`src/rtl/cache_mem_arbiter_pkg.sv`:
```
// Shared types for the I-cache / D-cache memory-port arbiter:
// one-hot FSM state codes, grant owner encoding and the round-robin pick.
package cache_mem_arbiter_pkg;

  typedef enum logic [2:0] {
    ARB_IDLE = 3'b001,
    ARB_IC   = 3'b010,
    ARB_DC   = 3'b100
  } arb_state_e;

  typedef enum logic {
    GNT_IC = 1'b0,
    GNT_DC = 1'b1
  } gnt_e;

  // i_req[0] = I-cache, i_req[1] = D-cache; only meaningful when any bit is set.
  function automatic gnt_e rr_pick(input logic [1:0] i_req, input gnt_e i_last);
    gnt_e w_pick;
    if (i_req == 2'b11) begin
      if (i_last == GNT_DC) w_pick = GNT_IC;
      else                  w_pick = GNT_DC;
    end else if (i_req[0]) begin
      w_pick = GNT_IC;
    end else begin
      w_pick = GNT_DC;
    end
    return w_pick;
  endfunction

endpackage

```
`src/rtl/cache_mem_arbiter.sv`:
```
// Round-robin share of one memory port between I-cache refill and D-cache miss/writeback,
// one outstanding transaction, with a BUSY-cycle watchdog that aborts a stuck bus.
module cache_mem_arbiter
  import cache_mem_arbiter_pkg::*;
#(
  parameter int TIMEOUT = 256,
  parameter int CNT_W   = 8
) (
  input  logic        clk,
  input  logic        rst,
  input  logic        i_ic_req,
  input  logic [63:0] i_ic_addr,
  output logic [31:0] o_ic_rdata,
  output logic        o_ic_ok,
  input  logic        i_dc_req,
  input  logic        i_dc_we,
  input  logic [63:0] i_dc_addr,
  input  logic [63:0] i_dc_wdata,
  input  logic [7:0]  i_dc_wmask,
  output logic [63:0] o_dc_rdata,
  output logic        o_dc_ok,
  output logic        o_mem_req,
  output logic        o_mem_we,
  output logic [63:0] o_mem_addr,
  output logic [63:0] o_mem_wdata,
  output logic [7:0]  o_mem_wmask,
  input  logic [63:0] i_mem_rdata,
  input  logic        i_mem_ok,
  output logic        o_bus_err
);

  arb_state_e       r_state, w_state_nxt;
  gnt_e             r_last_gnt;
  logic [CNT_W-1:0] r_wdog;
  logic [63:0]      r_addr, r_wdata;
  logic [7:0]       r_wmask;
  logic             r_we;
  logic             w_grant_ic, w_grant_dc, w_wdog_exp;
  logic             w_ic_ok, w_dc_ok, w_bus_err;

  if (TIMEOUT > 0) begin : g_wdog
    assign w_wdog_exp = (r_wdog == CNT_W'(TIMEOUT - 1));
  end else begin : g_no_wdog
    assign w_wdog_exp = 1'b0;
  end

  always_ff @(posedge clk or negedge rst) begin
    if (!rst) r_state <= ARB_IDLE;
    else      r_state <= w_state_nxt;
  end

  always_comb begin
    w_state_nxt = r_state;
    w_grant_ic  = 1'b0;
    w_grant_dc  = 1'b0;
    w_ic_ok     = 1'b0;
    w_dc_ok     = 1'b0;
    w_bus_err   = 1'b0;
    unique case (r_state)
      ARB_IDLE: begin
        if (i_ic_req || i_dc_req) begin
          if (rr_pick({i_dc_req, i_ic_req}, r_last_gnt) == GNT_IC) begin
            w_grant_ic  = 1'b1;
            w_state_nxt = ARB_IC;
          end else begin
            w_grant_dc  = 1'b1;
            w_state_nxt = ARB_DC;
          end
        end
      end
      ARB_IC: begin
        if (i_mem_ok || w_wdog_exp) begin
          w_ic_ok     = 1'b1;
          w_bus_err   = !i_mem_ok;
          w_state_nxt = ARB_IDLE;
        end
      end
      ARB_DC: begin
        if (i_mem_ok || w_wdog_exp) begin
          w_dc_ok     = 1'b1;
          w_bus_err   = !i_mem_ok;
          w_state_nxt = ARB_IDLE;
        end
      end
      default: w_state_nxt = ARB_IDLE;
    endcase
  end

  // Request attributes are frozen at grant so the bus sees stable values until completion.
  always_ff @(posedge clk or negedge rst) begin
    if (!rst) begin
      r_last_gnt <= GNT_DC;
      r_addr     <= '0;
      r_wdata    <= '0;
      r_wmask    <= '0;
      r_we       <= 1'b0;
    end else if (w_grant_ic) begin
      r_last_gnt <= GNT_IC;
      r_addr     <= i_ic_addr;
      r_wdata    <= '0;
      r_wmask    <= '0;
      r_we       <= 1'b0;
    end else if (w_grant_dc) begin
      r_last_gnt <= GNT_DC;
      r_addr     <= i_dc_addr;
      r_wdata    <= i_dc_wdata;
      r_wmask    <= i_dc_wmask;
      r_we       <= i_dc_we;
    end
  end

  always_ff @(posedge clk or negedge rst) begin
    if (!rst)                                   r_wdog <= '0;
    else if (w_state_nxt == ARB_IDLE)           r_wdog <= '0;
    else if (r_state != ARB_IDLE && !i_mem_ok)  r_wdog <= r_wdog + 1'b1;
  end

  assign o_mem_req   = (r_state != ARB_IDLE);
  assign o_mem_we    = o_mem_req & r_we;
  assign o_mem_addr  = r_addr;
  assign o_mem_wdata = r_wdata;
  assign o_mem_wmask = r_wmask;
  assign o_ic_ok     = w_ic_ok;
  assign o_dc_ok     = w_dc_ok;
  assign o_bus_err   = w_bus_err;

  // Read data is only forwarded on a genuine completion; an abort returns zero.
  assign o_ic_rdata = (w_ic_ok && i_mem_ok) ? (r_addr[2] ? i_mem_rdata[63:32] : i_mem_rdata[31:0]) : 32'h0;
  assign o_dc_rdata = (w_dc_ok && i_mem_ok) ? i_mem_rdata : 64'h0;

endmodule

```
`config.mk`:
```
export PLATFORM = sky130hd
export DESIGN_NAME = cache_mem_arbiter
export DESIGN_NICKNAME = d
export VERILOG_FILES = /design/src/rtl/cache_mem_arbiter_pkg.sv /design/src/rtl/cache_mem_arbiter.sv
export SDC_FILE = /design/constraint.sdc
export NUM_CORES = 1
export LEC_CHECK = 0
export BUFFER_PORTS_ARGS = -buffer_cell sky130_fd_sc_hd__buf_2
export CAP_MARGIN = 20
export CORE_AREA = 2 2 200 202
export DETAILED_ROUTE_END_ITERATION = 7
export DIE_AREA = 0 0 202 204
export SYNTH_ARGS = -nofsm -noshare
export SYNTH_HDL_FRONTEND = slang
export SYNTH_SLANG_ARGS = --single-unit
```
`constraint.sdc`:
```
create_clock -name clk -period 3.5 [get_ports clk]
set_input_delay 0.35 -clock clk [delete_from_list [all_inputs] [get_ports clk]]
set_output_delay 0.35 -clock clk [all_outputs]
set_load 0.03 [all_outputs]
```
Yosys cells after proc, flatten, opt, wreduce, memory -nomap -nowiden. Cells that the tools add are included. W data, S select, Z words.

Register bits after elaboration: 149. Latch bits: 0. RAM bits: 0. Memory bits (read-only): 0. Bits of input ports: 270. Word-level logic and storage cells: 60. Memories kept: 0.

Add/sub/neg operators: 1. $mul: 0. Divide/modulo/power cells: 0. $lt $le $gt $ge: 0. Eq/ne operators: 7. Shift-type cells: 0. Multiplexer cells: 35. Bitwise operators: 1. Reduce and logical (&&, ||, !) cells: 9.

Operators by type and width (number): $mux W64 (5); $mux W32 (2); $mux W8 (4); $mux W1 (20); $mux W3 (3); $add A8 B1 Y8 const B (1); $eq A8 B8 Y1 const B (1); $eq A3 B1 Y1 const B (2); $pmux W3 S2 (1); $reduce_bool A2 Y1 (2); $eq A3 B2 Y1 const B (1); $eq A3 B3 Y1 const B (1); $logic_and A1 B1 Y1 (3); $ne A3 B1 Y1 const B (1); $eq A2 B2 Y1 const B (1); $logic_or A1 B1 Y1 (2); $reduce_or A2 Y1 (1); $and A1 B1 Y1 (1); $logic_not A1 Y1 (1).

Depth between registers and ports, before layout.
Word-level depth: 9. Mapped depth: 7. Gate-level depth less buffers: 5.

Worst setup path before layout. OpenSTA, ideal clock, no wires.

Path kind: register to output. Start point: reg r_addr[2], in the netlist o_mem_addr[2]. End point: out o_ic_rdata[12]. Arrival: 1801 ps. Required time: 3150 ps. Path slack: 1349 ps. Stages on the path, launching flop included: 5. Buffers on the path: 2. Cells stage by stage: dfrtp_1 > clkbuf_1 > clkbuf_1 > mux2i_1 > nor2_1.

Word-level cells in the longest chain between the ends: 2.

Ends and longest elaborated chain: from (decl) (line cache_mem_arbiter.sv:35) `logic [63:0] r_addr, r_wdata;`; from (signal assigned) (line cache_mem_arbiter.sv:99) `r_addr <= i_ic_addr;`; from (signal assigned) (line cache_mem_arbiter.sv:105) `r_addr <= i_dc_addr;`; $mux W32 (2 in a row) (line cache_mem_arbiter.sv:128) `assign o_ic_rdata = (w_ic_ok && i_mem_ok) ? (r_addr[2] ? i_mem_rdata[63:32] : i_mem_rdata[31:0]) : 32'h0;`; to (decl) (line cache_mem_arbiter.sv:13) `output logic [31:0] o_ic_rdata,`.

No other way between the ends.

Worst setup path in the final report.
Start point: reg r_state[2]. End point: out o_ic_rdata[27].

Word-level cells in the longest chain between the ends: 4.

Ends and longest elaborated chain: from (decl) (line cache_mem_arbiter.sv:32) `arb_state_e r_state, w_state_nxt;`; from (signal assigned) (line cache_mem_arbiter.sv:49) `else r_state <= w_state_nxt;`; $eq A3 B2 Y1 (line cache_mem_arbiter.sv:59) `unique case (r_state)`; $mux W1 (line cache_mem_arbiter.sv:59); $logic_and A1 B1 Y1 (line cache_mem_arbiter.sv:128); $mux W32 (line cache_mem_arbiter.sv:128).

No other way between the ends.

==> flow_summary_export.csv <==
group,metric,value,unit
global_route,grt_overflow,0,
placement,placed_cells,1794,
die,rows,73,
setup_path,regToRegSetupSlack,1.16,ns
die,design.die.area,41210,um2
timing,final-setup-viol-count,0,
placement,dp_hpwl,23.70,mm
setup_path,crit_end,"o_ic_rdata[27]",
logic_synthesis,synth_edf_count,0,
setup_path,path_common_cell,"nor2_1",
logic_synthesis,muxShareOfSynthArea,4.483,%
min_path,hold_class,"input pin to async pin",
timing,fin_worst_skew,0.01367,ns
cells_and_area,fillCellCount,4219,
cells_and_area,fin_nets,1559,
timing,fmax,352.9,MHz
global_route,grt.total_usage,14.05,%
logic_synthesis,synthDistinctLibCells,36,
setup_path,cp_max_fo,19,
setup_path,worstSetupPathType,"flip-flop to output pin",
clock_network,clk_path_buf_depth,2,
die,initial_core_util,18.24,%
logic_synthesis,syn_inst,814,
cells_and_area,areaGrowthSynthToFinish,51.22,%
die,ios,507,
logic_synthesis,synth_compound_area_share,10.84,%
logic_synthesis,ys_warn_count,0,
timing,fin_crit,2.833,ns
global_route,grt_max_degree,203,
power_and_ir_drop,finalPower,9.829,mW
global_route,grt_pass1_wl,44.04,mm
die,coreArea,39180,um2
setup_path,worstReg2RegStart,"r_state[0]",
route,drc_errors,0,
clock_network,cts.clk_slew.worst_paths,0.07,ns
timing,slew_headroom,39.76,%
logic_synthesis,avgSynthCellArea,8.778,um2
logic_synthesis,synth_xor_area_share,0.9806,%
cells_and_area,antennaDiodeCount,0,
logic_synthesis,synthSimpleGateAreaFrac,26.48,%
setup_path,startpoint_type,"flip-flop",
logic_synthesis,synth.ff_latch_count,149,
clock_network,root_buffer,"clkbuf_16",
logic_synthesis,synth-main-ff-cell,"dfrtp_1",
die,fp.dieH,204,um
setup_path,r2r_end,"o_mem_addr[50]",
clock_network,insertion_delay,0.42,ns
setup_path,cp-end-kind,"output pin",
setup_path,cp.required,3.15,ns
timing,period_share,80.95,%
logic_synthesis,synth-async-reset-ratio,100.0,%
cells_and_area,layout_commonest_cell,"buf_2",
route,vias,7698,
clock_network,cts_tree,"done",
route,post_drt_wl_per_cell,16.59,um
setup_path,critical_path.startpoint,"r_state[2]",
die,fp.dieW,202,um
logic_synthesis,synth_fa_ha_area_share,0.1751,%
logic_synthesis,syn_area,7146,um2
cells_and_area,layout_common_cells,"buf_2, nand2_1, dfrtp_1, nand3_1",
clock_network,ctsHoldBuffers,0,
setup_path,slowest_stage,"nand3_1",
job,cap_violations,0,
route,drt-pass1-iter-count,5,
global_route,first_global_vias,7330,
cells_and_area,drive_gt1_share,43.23,%
route,antenna_left,0,
timing,rsz0062_at_grt,"false",
timing,worstMarginPinSlew,0.9036,ns
route,first_iter_violations,516,
logic_synthesis,syn_nets,1085,
power_and_ir_drop,p_leak,5.951,nW
route,wl,30.28,mm
power_and_ir_drop,peakVddDrop,0.6978,mV
status,status,"finished, violations left",
setup_path,crit_chain,"nor2_1 > nand3_1 > buf_4 > nor2_1 > buf_2",
clock_network,post_cts_resized,0,
power_and_ir_drop,p_per_area,909.6,nW/um2
route,vias_per_cell,4.218,
status,violations,"negative hold slack",
logic_synthesis,ys_seq_area_share,52.22,%
placement,portBuffers,506,
clock_network,clock_sinks,149,
setup_path,rr_worst_depth,5,
timing,worst_hold_slack,-0.02367,ns
timing,setup-tns-final,0,ns
placement,gp_congestion,0.9951,
cells_and_area,finalCoreUtilization,27.58,%
setup_path,critPathMaxStageDelay,0.65,ns
logic_synthesis,synth_top_family_by_area,"simple AND/OR/NAND/NOR gates",
global_route,antenna_found_initial,3,
setup_path,cp_data_arrival_time,2.48,ns
clock_network,cts_made_buffers,17,
timing,slew_violations,0,
timing,hold_viol,13,
clock_network,post-cts-setup-buffer-count,0,
clock_network,htree_levels,4,
cells_and_area,finalNonFillerCells,1825,
[state kept, by name, indices dropped and copies added, names as in the netlist]
register / count
o_mem_wdata: 64
r_last_gnt: 1
r_we: 1
r_state: 3
o_mem_addr: 64
o_mem_wmask: 8
r_wdog: 8
[worst max-delay path: cells and delay by family (launching register included)]
kind | cells | cell delay [ns]
and+or+nand+nor | 3 | 0.94
buffers and inverters | 2 | 0.67
DFF | 1 | 0.45
[cell usage after synthesis, types with 15 or more instances]
cell	count	area (um2)
o22ai_1	65	406.6
mux2i_1	32	320.3
and2_1	65	406.6
o21ai_0	17	85.08
clkbuf_1	39	146.4
nand2_1	215	807.0
dfrtp_1	147	3679
nand3_1	76	380.4
nor2_1	48	180.2
buf_2	15	75.07
o21ai_1	50	250.2
[where the power goes]
group / total, mW / internal, mW / switching [mW]
sequential: 2.92 / 2.47 / 0.450
clock: 1.91 / 1.14 / 0.767
combinational: 5.01 / 1.44 / 3.56
total: 9.83 / 5.05 / 4.78
[layer usage]
layer / up-vias / GRT usage, % / wire [um]
li1: 3679 / - / -
met1: 3630 / 15.50 / 11560
met2: 357 / 26.88 / 16200
met3: 26 / 3.141 / 2028
met4: 6 / 3.860 / 456
met5: - / 0 / 41
[kinds of logic (layout without fill, tap and decap cells)]
kind of cell / after synthesis / in the layout
simple gates: 419 / 419
fa+ha+maj: 1 / 1
buf+inv: 69 / 555
compound gates: 136 / 136
mux: 32 / 32
xor+xnor: 8 / 8
flops: 149 / 149
[how the worst min path moves through the flow]
stage | cells past startpoint | end | slack [ns] | startpoint
2_1_floorplan | 0 | o_mem_addr[0] | 0.05 | rst
3_3_place_gp | 2 | o_mem_wdata[56] | 0.45 | o_mem_wdata[56]
3_5_place_dp | 2 | o_mem_wdata[61] | 0.45 | o_mem_wdata[61]
4_1_cts | 1 | o_mem_addr[28] | 0.01 | rst
5_1_grt | 1 | o_mem_addr[32] | 0.03 | rst
6_report | 1 | o_mem_addr[24] | -0.02 | rst
[per-stage QoR]
step	hold slack (ns)	cell area [um2]	setup slack, ns
global placement	0.4455	10210	1.047
finish	-0.02367	10810	0.6667
CTS	0.01313	10810	0.5229
global route	0.03449	10810	0.3814
floorplan	0.05441	7146	1.349
detailed placement	0.4506	10210	1.006
[cell type report]
class                           instances  area (um2)  share of cell area [%]
Sequential cell                       149        3732                   34.54
Tap cell                              525       656.9                   6.079
Clock buffer                           19       442.9                   4.099
Inverter                                2       7.507                 0.06948
Multi-Input combinational cell        596        3088                   28.58
Timing Repair Buffer                  522        2721                   25.19
Clock inverter                         12       156.4                   1.447
Power figures use the tool's default switching activity.
